File: src/rtl/ft245r_fifo_if.sv
// ft245r_fifo_if: FT245R receive reader feeding a first-word-fall-through byte FIFO.
// Ports: clk, rst (sync, active-high); usb_bus/usb_rxf_/usb_txe_/usb_rd_/usb_wr
// to the chip; usbval/usb_pop/usb_empty/usb_full to the modulator control logic.
module ft245r_fifo_if #(
  parameter int RD_CYCLES  = 3,
  parameter int REC_CYCLES = 5,
  parameter int DEPTH      = 16
) (
  input  logic       clk,
  input  logic       rst,
  input  logic [7:0] usb_bus,
  input  logic       usb_rxf_,
  input  logic       usb_txe_,
  output logic       usb_rd_,
  output logic       usb_wr,
  output logic [7:0] usbval,
  input  logic       usb_pop,
  output logic       usb_empty,
  output logic       usb_full
);

  localparam int PW   = $clog2(DEPTH);
  localparam int NW   = PW + 1;
  localparam int MAXC = (RD_CYCLES > REC_CYCLES) ? RD_CYCLES : REC_CYCLES;
  localparam int CW   = $clog2(MAXC) + 1;

  localparam logic [CW-1:0] RD_LAST  = CW'(RD_CYCLES - 1);
  localparam logic [CW-1:0] REC_LAST = CW'(REC_CYCLES - 1);
  localparam logic [NW-1:0] FULL_N   = NW'(DEPTH);

  typedef enum logic [1:0] {
    IDLE,
    RD_LOW,
    RECOVER
  } state_t;

  state_t        state;
  logic [CW-1:0] cyc;
  logic          rxf_q;
  logic          rxf_s;
  logic          push;
  logic          pop;
  logic [PW-1:0] wr_ptr;
  logic [PW-1:0] rd_ptr;
  logic [NW-1:0] count;
  logic [7:0]    mem [DEPTH];

  // Transmit side is not used.
  logic unused_txe;
  assign unused_txe = usb_txe_;
  assign usb_wr     = 1'b0;

  // RXF# is asynchronous to clk.
  always_ff @(posedge clk) begin
    if (rst) begin
      rxf_q <= 1'b1;
      rxf_s <= 1'b1;
    end else begin
      rxf_q <= usb_rxf_;
      rxf_s <= rxf_q;
    end
  end

  // Bus is captured on the same edge that ends the RD# low phase.
  assign push = (state == RD_LOW) && (cyc == RD_LAST);
  assign pop  = usb_pop && !usb_empty;

  always_ff @(posedge clk) begin
    if (rst) begin
      state   <= IDLE;
      usb_rd_ <= 1'b1;
      cyc     <= '0;
    end else begin
      unique case (state)
        IDLE: begin
          if (!rxf_s && !usb_full) begin
            state   <= RD_LOW;
            usb_rd_ <= 1'b0;
            cyc     <= '0;
          end
        end
        RD_LOW: begin
          if (cyc == RD_LAST) begin
            state   <= RECOVER;
            usb_rd_ <= 1'b1;
            cyc     <= '0;
          end else begin
            cyc <= cyc + CW'(1);
          end
        end
        RECOVER: begin
          if (cyc == REC_LAST) begin
            state <= IDLE;
          end else begin
            cyc <= cyc + CW'(1);
          end
        end
        default: begin
          state   <= IDLE;
          usb_rd_ <= 1'b1;
          cyc     <= '0;
        end
      endcase
    end
  end

  always_ff @(posedge clk) begin
    if (push && !rst) begin
      mem[wr_ptr] <= usb_bus;
    end
  end

  always_ff @(posedge clk) begin
    if (rst) begin
      wr_ptr <= '0;
      rd_ptr <= '0;
      count  <= '0;
    end else begin
      if (push) begin
        wr_ptr <= wr_ptr + PW'(1);
      end
      if (pop) begin
        rd_ptr <= rd_ptr + PW'(1);
      end
      if (push && !pop) begin
        count <= count + NW'(1);
      end else if (pop && !push) begin
        count <= count - NW'(1);
      end
    end
  end

  assign usb_empty = (count == '0);
  assign usb_full  = (count == FULL_N);
  assign usbval    = usb_empty ? 8'h00 : mem[rd_ptr];

endmodule

File: config.mk
export PLATFORM = sky130hd
export DESIGN_NAME = ft245r_fifo_if
export DESIGN_NICKNAME = d
export VERILOG_FILES = /design/src/rtl/ft245r_fifo_if.sv
export SDC_FILE = /design/constraint.sdc
export NUM_CORES = 1
export LEC_CHECK = 0
export ABC_AREA = 1
export BUFFER_PORTS_ARGS = -buffer_cell sky130_fd_sc_hd__buf_4
export CORE_AREA = 2 2 125 188
export DETAILED_ROUTE_END_ITERATION = 6
export DIE_AREA = 0 0 127 190
export GPL_TIMING_DRIVEN = 0
export PLACE_DENSITY_LB_ADDON = 0.05
export SYNTH_ARGS = -nofsm -noshare
export SYNTH_HDL_FRONTEND = slang
export SYNTH_SLANG_ARGS = --single-unit
File: constraint.sdc
create_clock -name clk -period 2.9 [get_ports clk]
set_input_delay 0.435 -clock clk [delete_from_list [all_inputs] [get_ports clk]]
set_output_delay 0.435 -clock clk [all_outputs]
set_load 0.005 [all_outputs]
==> key figures, run 1 <==
Timing
  – Final Critical Period: 2.55 ns
  – Maximum clock rate: 0.393 GHz
  – RSZ-0062 raised after global routing: no
  – Tightest Pin Transition: 1.28 ns
  – Final Hold Fails: 0
  – # setup viols final: 0
  – Rel. slew slack: 14.0%
  – Hold slack: 0.185 ns
  – Max Slew Vio Count: 0
  – Clock Skew: 0.00726 ns
  – Post-route setup slack: 0.353 ns
  – Period utilization: 87.8%
  – Total negative slack: 0 ns

Synth
  – Adder-cell share of the synthesized area: 3.48%
  – Multiplexer share of the synthesized area: 0%
  – Yosys cell types: 26
  – Syn avg cell area: 10.6 um^2
  – Synth async-reset ratio: 0%
  – Seq/Total Area, Yosys: 65.2%
  – XOR/XNOR Fraction of Synth Area: 0.262%
  – Mapped Cells: 631
  – Cell Area, Synth: 0.00669 mm^2
  – Synth Area in Compound Gates: 2.92%
  – Synth Flop Type: edfxtp_1
  – Post-Syn Nets: 662
  – Synthesized flop and latch total: 154
  – Simple-gate share of the synthesized area: 22.7%
  – Synth warn: 0
  – Largest family of logic cells by synthesized area: simple AND/OR/NAND/NOR gates
  – Number of flops mapped to enable cells by yosys: 128

Clock network
  – H-tree levels: 4
  – CTS buffer count: 17
  – Clock slew at reported path FFs: 0.06 ns
  – Clk sinks: 154
  – Post-cts gate resize count: 0
  – Setup Buffers After CTS: 0
  – # hold bufs at CTS: 0
  – Clock Path Buffers: 2
  – CTS tree: done
  – Clock root buffer: clkbuf_16
  – Clock Latency Late Sink: 0.43 ns

Layout
  – FILL cells: 2313
  – Diodes inserted: 0
  – NumNets Final: 706
  – Fraction of layout cells with a size suffix above 1: 13.1%
  – Post-route cell area: 0.00784 mm^2
  – Leading cell type in the layout, fill and taps excluded: nand2_1
  – Non-Filler Instances: 968
  – Area Growth Syn to Fin: 17.1%
  – Most frequent cells in the layout: nand2_1, edfxtp_1, nand3_1

Detailed routing
  – Number of antenna-violating nets in the routed design: 0
  – Per-cell routed wire length: 18.9 um
  – Final WL: 18300 um
  – Via/cell ratio: 4.69
  – DRC viols: 0
  – First-pass detailed-route iteration total: 4
  – Initial DRC Count: 326
  – Vias after detailed routing: 4540

Die
  – Die Wd: 127 um
  – Core area: 0.0226 mm^2
  – Die area: 0.0241 mm^2
  – Die Ht: 190 um
  – IO Count: 25
  – Initial core utilization: 29.6%
  – Std-Cell Rows: 68

Hold path
  – Worst Hold Depth: 2
  – Worst hold-check path type: primary input to flip-flop

Place
  – Dpl hpwl: 13000 um
  – Setup Slack @ Placement: 0.155 ns
  – Post-Place Cells: 936
  – Gpl congestion: 0.853
  – Port Buffer Count: 21
  – DP Area: 0.00726 mm^2

Setup path
  – CP top delay family: simple AND/OR/NAND/NOR gates
  – Register-to-register setup slack: 0.35 ns
  – Slowest cell delay on critical path: 1.01 ns
  – Worst endpoint required time: 2.94 ns
  – CP Launch Type: flip-flop
  – Reg2reg path depth: 6
  – Worst-path cell chain: inv_1 > ha_1 > nand4_4 > inv_1 > nand2_1 > nor3_1
  – Crit path max-delay cell type: nor3_1
  – Critical path type: flip-flop to flip-flop
  – Crit path buf inv count: 2
  – Worst path depth: 6
  – Critical Path AT: 2.59 ns
  – Worst Setup SP: state[1]
  – Worst R2R Start: state[1]
  – Crit end category: flip-flop
  – Max FO, Critical Path: 8
  – CP most frequent cell: inv_1
  – CP endpoint: mem[15][7]
  – Reg-to-reg endpoint: mem[15][7]

Pwr
  – Worst vdd ir: 0.406 mV
  – Pwr/cell area: 844 mW/mm^2
  – Pleak: 2.95 nW

Run status
  – Status: complete, no violations

Global routing
  – Global-route wire length before repair: 27300 um
  – Initial antenna violation count: 0
  – Aggregate global-route resource usage: 15.8%
  – Final global-route overflow total: 0
  – Vias in the first global route: 4450
  – Largest net degree at the start of global routing: 17

Flow run
  – Max-Cap Viols: 0
==> flip-flops by register name, indices dropped and copies added (netlist names), 2 cells and up, named ones only <==
register  flops
cyc           4
wr_ptr        4
mem         128
rd_ptr        4
count         5
state         2
==> cells in the mapped netlist (2+ instances only) <==
master / count / share of area (%)
nor2_1: 29 / 1.6
o21ai_0: 12 / 0.90
dfxtp_1: 26 / 7.8
xnor2_1: 2 / 0.26
buf_4: 5 / 0.56
o211ai_1: 2 / 0.22
nand3_1: 113 / 8.5
nand2_1: 198 / 11
clkinv_1: 2 / 0.11
buf_2: 8 / 0.60
edfxtp_1: 128 / 57
clkbuf_1: 2 / 0.11
buf_6: 10 / 1.7
or2_2: 2 / 0.19
inv_2: 2 / 0.11
clkbuf_8: 2 / 0.41
a21oi_1: 24 / 1.8
ha_1: 17 / 3.2
nor3_1: 9 / 0.67
inv_1: 32 / 1.8
==> cell type report <==
type	instances	area [um^2]	area share [%]
inverter	36	135	1.72
sequential	154	4360	55.7
timing repair buffer	25	203	2.59
buffer	27	225	2.87
clock inverter	6	35.0	0.447
tap	280	350	4.47
multi-input combinational	414	2000	25.5
clock buffer	26	522	6.66
==> per-layer routing <==
metal | up-vias | GRT usage (%) | wire length [um]
li1 | 2246 | - | -
met1 | 2196 | 18.3 | 7620
met2 | 85 | 28.5 | 9890
met3 | 13 | 3.63 | 549
met4 | 0 | 5.54 | 264
met5 | - | 0 | 0
==> worst reg2reg max path, cell delays in order (launching register included) <==
cell,delay [ns]
dfxtp_1,0.32
inv_1,0.10
ha_1,0.26
nand4_4,0.19
inv_1,0.13
nand2_1,0.16
nor3_1,1.01
==> worst min path at each step <==
stage,startpoint,to,slack (ns)
floorplan,rxf_q,rxf_s,0.39
global placement,rxf_q,rxf_s,0.40
detailed placement,rxf_q,rxf_s,0.41
CTS,usb_rxf_,rxf_q,0.16
global route,usb_rxf_,rxf_q,0.16
finish,usb_rxf_,rxf_q,0.18
==> stage by stage <==
stage | total power, mW | utilization (%)
after floorplan | 3.83 | -
after global placement | 4.58 | 31.8
after detailed placement | 4.60 | 32.1
after CTS | 6.73 | 34.6
after global routing | 7.01 | 34.6
final | 6.61 | 34.6
==> kinds of logic (layout without fill, tap and decap cells) <==
logic type,after synthesis,in the layout
AOI/OAI and AO/OA,38,38
xor gates and xnor gates,2,2
and+or+nand+nor,355,355
DFF,154,154
buffers and inverters,63,120
adders and majority gates,18,18
other,1,1
==> report_power, final <==
group,switching (mW),internal (mW),total (mW),leakage (nW)
Combinational,1.26,0.718,1.97,1.31
Sequential,0.0636,2.47,2.53,1.36
Clock,0.868,1.24,2.11,0.279
No activity file was read; power rests on OpenSTA's default activity.
==> run 2: changes to the inputs <==
PLACE_DENSITY = 0.5   (was unset)
PLACE_DENSITY_LB_ADDON = unset   (was 0.05)
==> run 2 against run 1 <==
Die area unchanged. Highest routed layer unchanged. Critical path depth unchanged. Clock power decreased by 8%. Sequential share of layout area increased by 0.62 points. Sequential power about the same. Setup slack improved by 0.022 ns. Core utilization decreased by 0.38 points. First-iteration DRC count decreased by 8.0%. Maximum frequency increased by 0.85%. Critical endpoint is now mem[15][4].
==> key figures, run 2 (synthesis results as in run 1) <==
Layout
  – Max FFs per register: 128
  – Fraction of layout cells with a size suffix above 1: 12.5%
  – Fin util: 34.2%
  – FILL cells: 2259
  – Leading registers by flop count: mem: 128 flops, count: 5 flops
  – Area Growth Syn to Fin: 15.8%
  – Biggest register: mem
  – Leading cell type in the layout, fill and taps excluded: nand2_1
  – Most frequent cells in the layout: nand2_1, edfxtp_1, nand3_1
  – Diodes inserted: 0
  – NumNets Final: 704

Pwr
  – Pwr/cell area: 827 mW/mm^2
  – Pleak: 2.89 nW
  – Final Total Pwr: 6.41 mW
  – Worst vdd ir: 0.420 mV

Die
  – Die Wd: 127 um
  – Die area: 0.0241 mm^2
  – Die Ht: 190 um
  – Std-Cell Rows: 68
  – Initial core utilization: 29.6%
  – Core area: 0.0226 mm^2
  – IO Count: 25

Setup path
  – Crit path max-delay cell type: nor3_1
  – Worst Setup SP: state[1]
  – Reg-to-reg endpoint: mem[15][4]
  – Worst-path cell chain: inv_1 > ha_1 > nand4_4 > inv_1 > nand2_1 > nor3_1
  – CP top delay family: simple AND/OR/NAND/NOR gates
  – Worst endpoint required time: 2.93 ns
  – Worst path depth: 6
  – Crit end category: flip-flop
  – Reg2reg path depth: 6
  – Slowest cell delay on critical path: 1.03 ns
  – Critical path type: flip-flop to flip-flop
  – Crit path buf inv count: 2
  – CP endpoint: mem[15][4]
  – Max FO, Critical Path: 8
  – Worst R2R Start: state[1]
  – CP most frequent cell: inv_1
  – Register-to-register setup slack: 0.37 ns
  – Critical Path AT: 2.56 ns
  – CP Launch Type: flip-flop

Place
  – Port Buffer Count: 21
  – Dpl hpwl: 11600 um
  – Gpl congestion: 0.795
  – Setup Slack @ Placement: 0.317 ns

Detailed routing
  – Number of antenna-violating nets in the routed design: 0
  – Initial DRC Count: 300
  – Final WL: 16300 um
  – DRC viols: 0
  – Per-cell routed wire length: 16.8 um
  – First-pass detailed-route iteration total: 4
  – Via/cell ratio: 4.63
  – Vias after detailed routing: 4477

Timing
  – # setup viols final: 0
  – Tightest Pin Transition: 1.32 ns
  – Final Hold Fails: 0
  – Period utilization: 87.1%
  – Final Critical Period: 2.53 ns
  – Post-route setup slack: 0.375 ns
  – Clock Skew: 0.00709 ns
  – Max Slew Vio Count: 0
  – Hold slack: 0.191 ns
  – Rel. slew slack: 11.3%
  – Total negative slack: 0 ns
  – Maximum clock rate: 0.396 GHz
  – RSZ-0062 raised after global routing: no

Clock network
  – Clock root buffer: clkbuf_16
  – CTS buffer count: 17
  – Clock Path Buffers: 2
  – Clk sinks: 154
  – # hold bufs at CTS: 0
  – Clock slew at reported path FFs: 0.06 ns
  – CTS tree: done
  – H-tree levels: 4
  – Setup Buffers After CTS: 0
  – Clock Latency Late Sink: 0.42 ns
  – Post-cts gate resize count: 0

Hold path
  – Worst hold-check path type: primary input to flip-flop

Global routing
  – Global-route wire length before repair: 25500 um
  – Largest net degree at the start of global routing: 17
  – Aggregate global-route resource usage: 14.4%
  – Initial antenna violation count: 0
  – Vias in the first global route: 4487
  – Final global-route overflow total: 0

Run status
  – Status: complete, no violations

Flow run
  – Max-Cap Viols: 0
[run 2: changes by cell type in the layout (fill, tap and decap cells not counted), moves of 2 or more]
cell / delta
buf_6: -4
clkbuf_8: -2
clkbuf_1: -2
nor3_1: +3
nor3_2: -3
clkinvlp_4: +5
buf_4: +2
clkbuf_16: -2
[run 2: how the worst min path moves through the flow]
stage	cells after the start	start	end	slack [ns]
floorplan	1	rxf_q	rxf_s	0.39
global placement	1	rxf_q	rxf_s	0.40
detailed placement	1	rxf_q	rxf_s	0.39
CTS	2	usb_rxf_	rxf_q	0.17
global route	2	usb_rxf_	rxf_q	0.18
finish	2	usb_rxf_	rxf_q	0.19
[run 2: per-layer routing]
layer  vias to the layer above  GRT usage [%]  routed length [um]
met5                         -              0                   0
met4                         0           6.00                 286
met3                        20           2.84                 545
met2                        89           26.7                8920
met1                      2127           15.8                6510
li1                       2241              -                   -
[run 2: worst reg2reg max path, delay by kind of cell, from the launching register on]
family / cells / cell delay (ns)
buf+inv: 2 / 0.22
fa+ha+maj: 1 / 0.24
simple gates: 3 / 1.35
flops: 1 / 0.33
[run 2: metrics by stage]
| stage | cell area [um^2] | instances |
|---|---|---|
| detailed placement | 7230 | 934 |
| floorplan | 6690 | 631 |
| global route | 7750 | 966 |
| CTS | 7750 | 966 |
| finish | 7750 | 966 |
| global placement | 7200 | 932 |
[run 2: power by group]
part / internal (mW) / total (mW) / switching, mW / leakage [nW]
logic: 0.716 / 1.94 / 1.22 / 1.29
registers: 2.47 / 2.53 / 0.0607 / 1.36
clock network: 1.08 / 1.94 / 0.856 / 0.235
total: 4.27 / 6.41 / 2.14 / 2.89
[run 2: layout make-up]
class | instances | area, um^2 | area share [%]
plain buffers | 27 | 225 | 2.91
clock buffers | 20 | 437 | 5.64
clock inverters | 12 | 78.8 | 1.02
inverters | 36 | 135 | 1.74
multi-input cells | 414 | 1990 | 25.6
flip-flops and latches | 154 | 4360 | 56.3
well taps | 280 | 350 | 4.52
repair buffers | 23 | 173 | 2.23
==> run 3: changes to the inputs <==
CORE_AREA = 2 2 153 155   (was 2 2 125 188)
DIE_AREA = 0 0 155 157   (was 0 0 127 190)
SLEW_MARGIN = 5   (was unset)
==> run 3 against run 2 <==
First-iteration DRC count increased by 9.7%. Combinational power increased by 3%. Critical path type unchanged. Sequential power about the same. Non-clock buffer count decreased by 2. Clock skew increased by 0.0055 ns.
==> key figures, run 3 (synthesis results as in run 1) <==
Run status
  – Status: complete, no violations

Place
  – Gpl congestion: 0.817
  – Post-Place Cells: 937
  – Dpl hpwl: 11200 um
  – DP Area: 0.00722 mm^2
  – Setup Slack @ Placement: 0.274 ns
  – Port Buffer Count: 21

Setup path
  – CP endpoint: mem[1][4]
  – Worst endpoint required time: 2.92 ns
  – CP top delay family: simple AND/OR/NAND/NOR gates
  – Worst-path cell chain: inv_1 > ha_1 > nand4_4 > nor2_2 > inv_1 > nor3_1
  – Register-to-register setup slack: 0.33 ns
  – Worst Setup SP: state[1]
  – Slowest cell delay on critical path: 1.01 ns
  – Crit path max-delay cell type: nor3_1
  – Worst R2R Start: state[1]
  – CP Launch Type: flip-flop
  – Reg-to-reg endpoint: mem[1][4]
  – CP most frequent cell: inv_1
  – Max FO, Critical Path: 8
  – Crit end category: flip-flop
  – Worst path depth: 6
  – Crit path buf inv count: 2
  – Reg2reg path depth: 6
  – Critical path type: flip-flop to flip-flop
  – Critical Path AT: 2.59 ns

Die
  – Std-Cell Rows: 55
  – Initial core utilization: 29.7%
  – IO Count: 25
  – Die Wd: 155 um
  – Core area: 0.0225 mm^2
  – Die area: 0.0243 mm^2
  – Die Ht: 157 um

Timing
  – Period utilization: 88.6%
  – Rel. slew slack: 11.1%
  – Tightest Pin Transition: 1.32 ns
  – Total negative slack: 0 ns
  – Maximum clock rate: 0.389 GHz
  – Clock Skew: 0.0126 ns
  – Post-route setup slack: 0.329 ns
  – RSZ-0062 raised after global routing: no
  – Final Critical Period: 2.57 ns
  – Max Slew Vio Count: 0
  – # setup viols final: 0
  – Hold slack: 0.198 ns
  – Final Hold Fails: 0

Clock network
  – Clock Latency Late Sink: 0.43 ns
  – Setup Buffers After CTS: 0
  – Post-cts gate resize count: 0
  – Clock root buffer: clkbuf_16
  – CTS buffer count: 17
  – CTS tree: done
  – Clock Path Buffers: 2
  – Clk sinks: 154
  – H-tree levels: 4
  – # hold bufs at CTS: 0
  – Clock slew at reported path FFs: 0.06 ns

Layout
  – Post-route cell area: 0.00786 mm^2
  – Fraction of layout cells with a size suffix above 1: 13.2%
  – Biggest register: mem
  – Leading registers by flop count: mem: 128 flops, count: 5 flops
  – Non-Filler Instances: 969
  – Diodes inserted: 0
  – Most frequent cells in the layout: nand2_1, edfxtp_1, nand3_1
  – Leading cell type in the layout, fill and taps excluded: nand2_1
  – Max FFs per register: 128
  – NumNets Final: 702
  – Area Growth Syn to Fin: 17.4%

Detailed routing
  – First-pass detailed-route iteration total: 5
  – Via/cell ratio: 4.62
  – Number of antenna-violating nets in the routed design: 0
  – DRC viols: 0
  – Final WL: 16600 um
  – Vias after detailed routing: 4477
  – Per-cell routed wire length: 17.1 um
  – Initial DRC Count: 329

Pwr
  – Logic pwr share: 29.0%
  – Switching Fraction: 33.6%
  – Clk network pwr share: 34.3%
  – Switching pwr: 2.31 mW
  – Flop pwr share: 36.7%
  – Pleak: 2.95 nW
  – Worst vdd ir: 0.406 mV
  – Total internal power: 4.57 mW
  – Pwr/cell area: 876 mW/mm^2

Global routing
  – Initial antenna violation count: 0
  – Aggregate global-route resource usage: 14.3%
  – Global-route wire length before repair: 25700 um
  – Final global-route overflow total: 0
  – Largest net degree at the start of global routing: 17
  – Vias in the first global route: 4372

Flow run
  – Max-Cap Viols: 0

Hold path
  – Worst hold-check path type: primary input to flip-flop
## run 3: changes by cell type in the layout (fill, tap and decap cells not counted), sizes merged
cell / before / now
clkbuf: 24 / 21
buf: 46 / 44
clkinv: 8 / 4
clkinvlp: 6 / 1
inv: 34 / 43
bufinv: 0 / 3
## run 3: cell type report
| class | instances | area [um^2] |
|---|---|---|
| plain buffers | 27 | 225 |
| clock buffers | 17 | 425 |
| clock inverters | 15 | 198 |
| fillers | 2239 | 14600 |
| inverters | 36 | 135 |
| multi-input cells | 414 | 2000 |
| flip-flops and latches | 154 | 4360 |
| well taps | 285 | 357 |
| repair buffers | 21 | 158 |
## run 3: worst min-delay path by stage
stage                         from  endpoint  slack [ns]  cells after the start
after floorplan              rxf_q     rxf_s        0.39                      1
after global placement       rxf_q     rxf_s        0.39                      1
after detailed placement     rxf_q     rxf_s        0.40                      1
after CTS                 usb_rxf_     rxf_q        0.18                      2
after global routing      usb_rxf_     rxf_q        0.19                      2
final                     usb_rxf_     rxf_q        0.20                      2
## run 3: stage by stage
step,total power [mW],utilization [%]
final,6.89,34.9
after global routing,7.25,34.9
after CTS,6.94,34.9
after detailed placement,4.58,32.1
after global placement,4.58,32.0
after floorplan,3.83,-
## run 3: power by group through the flow
stage                     logic (mW)  registers [mW]  clock network (mW)
after floorplan                 1.27            2.56                   0
after CTS                       2.01            2.53                2.40
after global placement          2.00            2.57                   0
after detailed placement        2.00            2.58                   0
final                           2.00            2.53                2.36
after global routing            2.24            2.54                2.48
## run 3: per-layer routing
| metal | GRT usage, % | wire length, um | share of wire [%] |
|---|---|---|---|
| met5 | 0 | 0 | 0 |
| met1 | 20.4 | 8200 | 49 |
| met2 | 21.9 | 7410 | 45 |
| met4 | 3.31 | 129 | 0.78 |
| met3 | 3.36 | 857 | 5.2 |
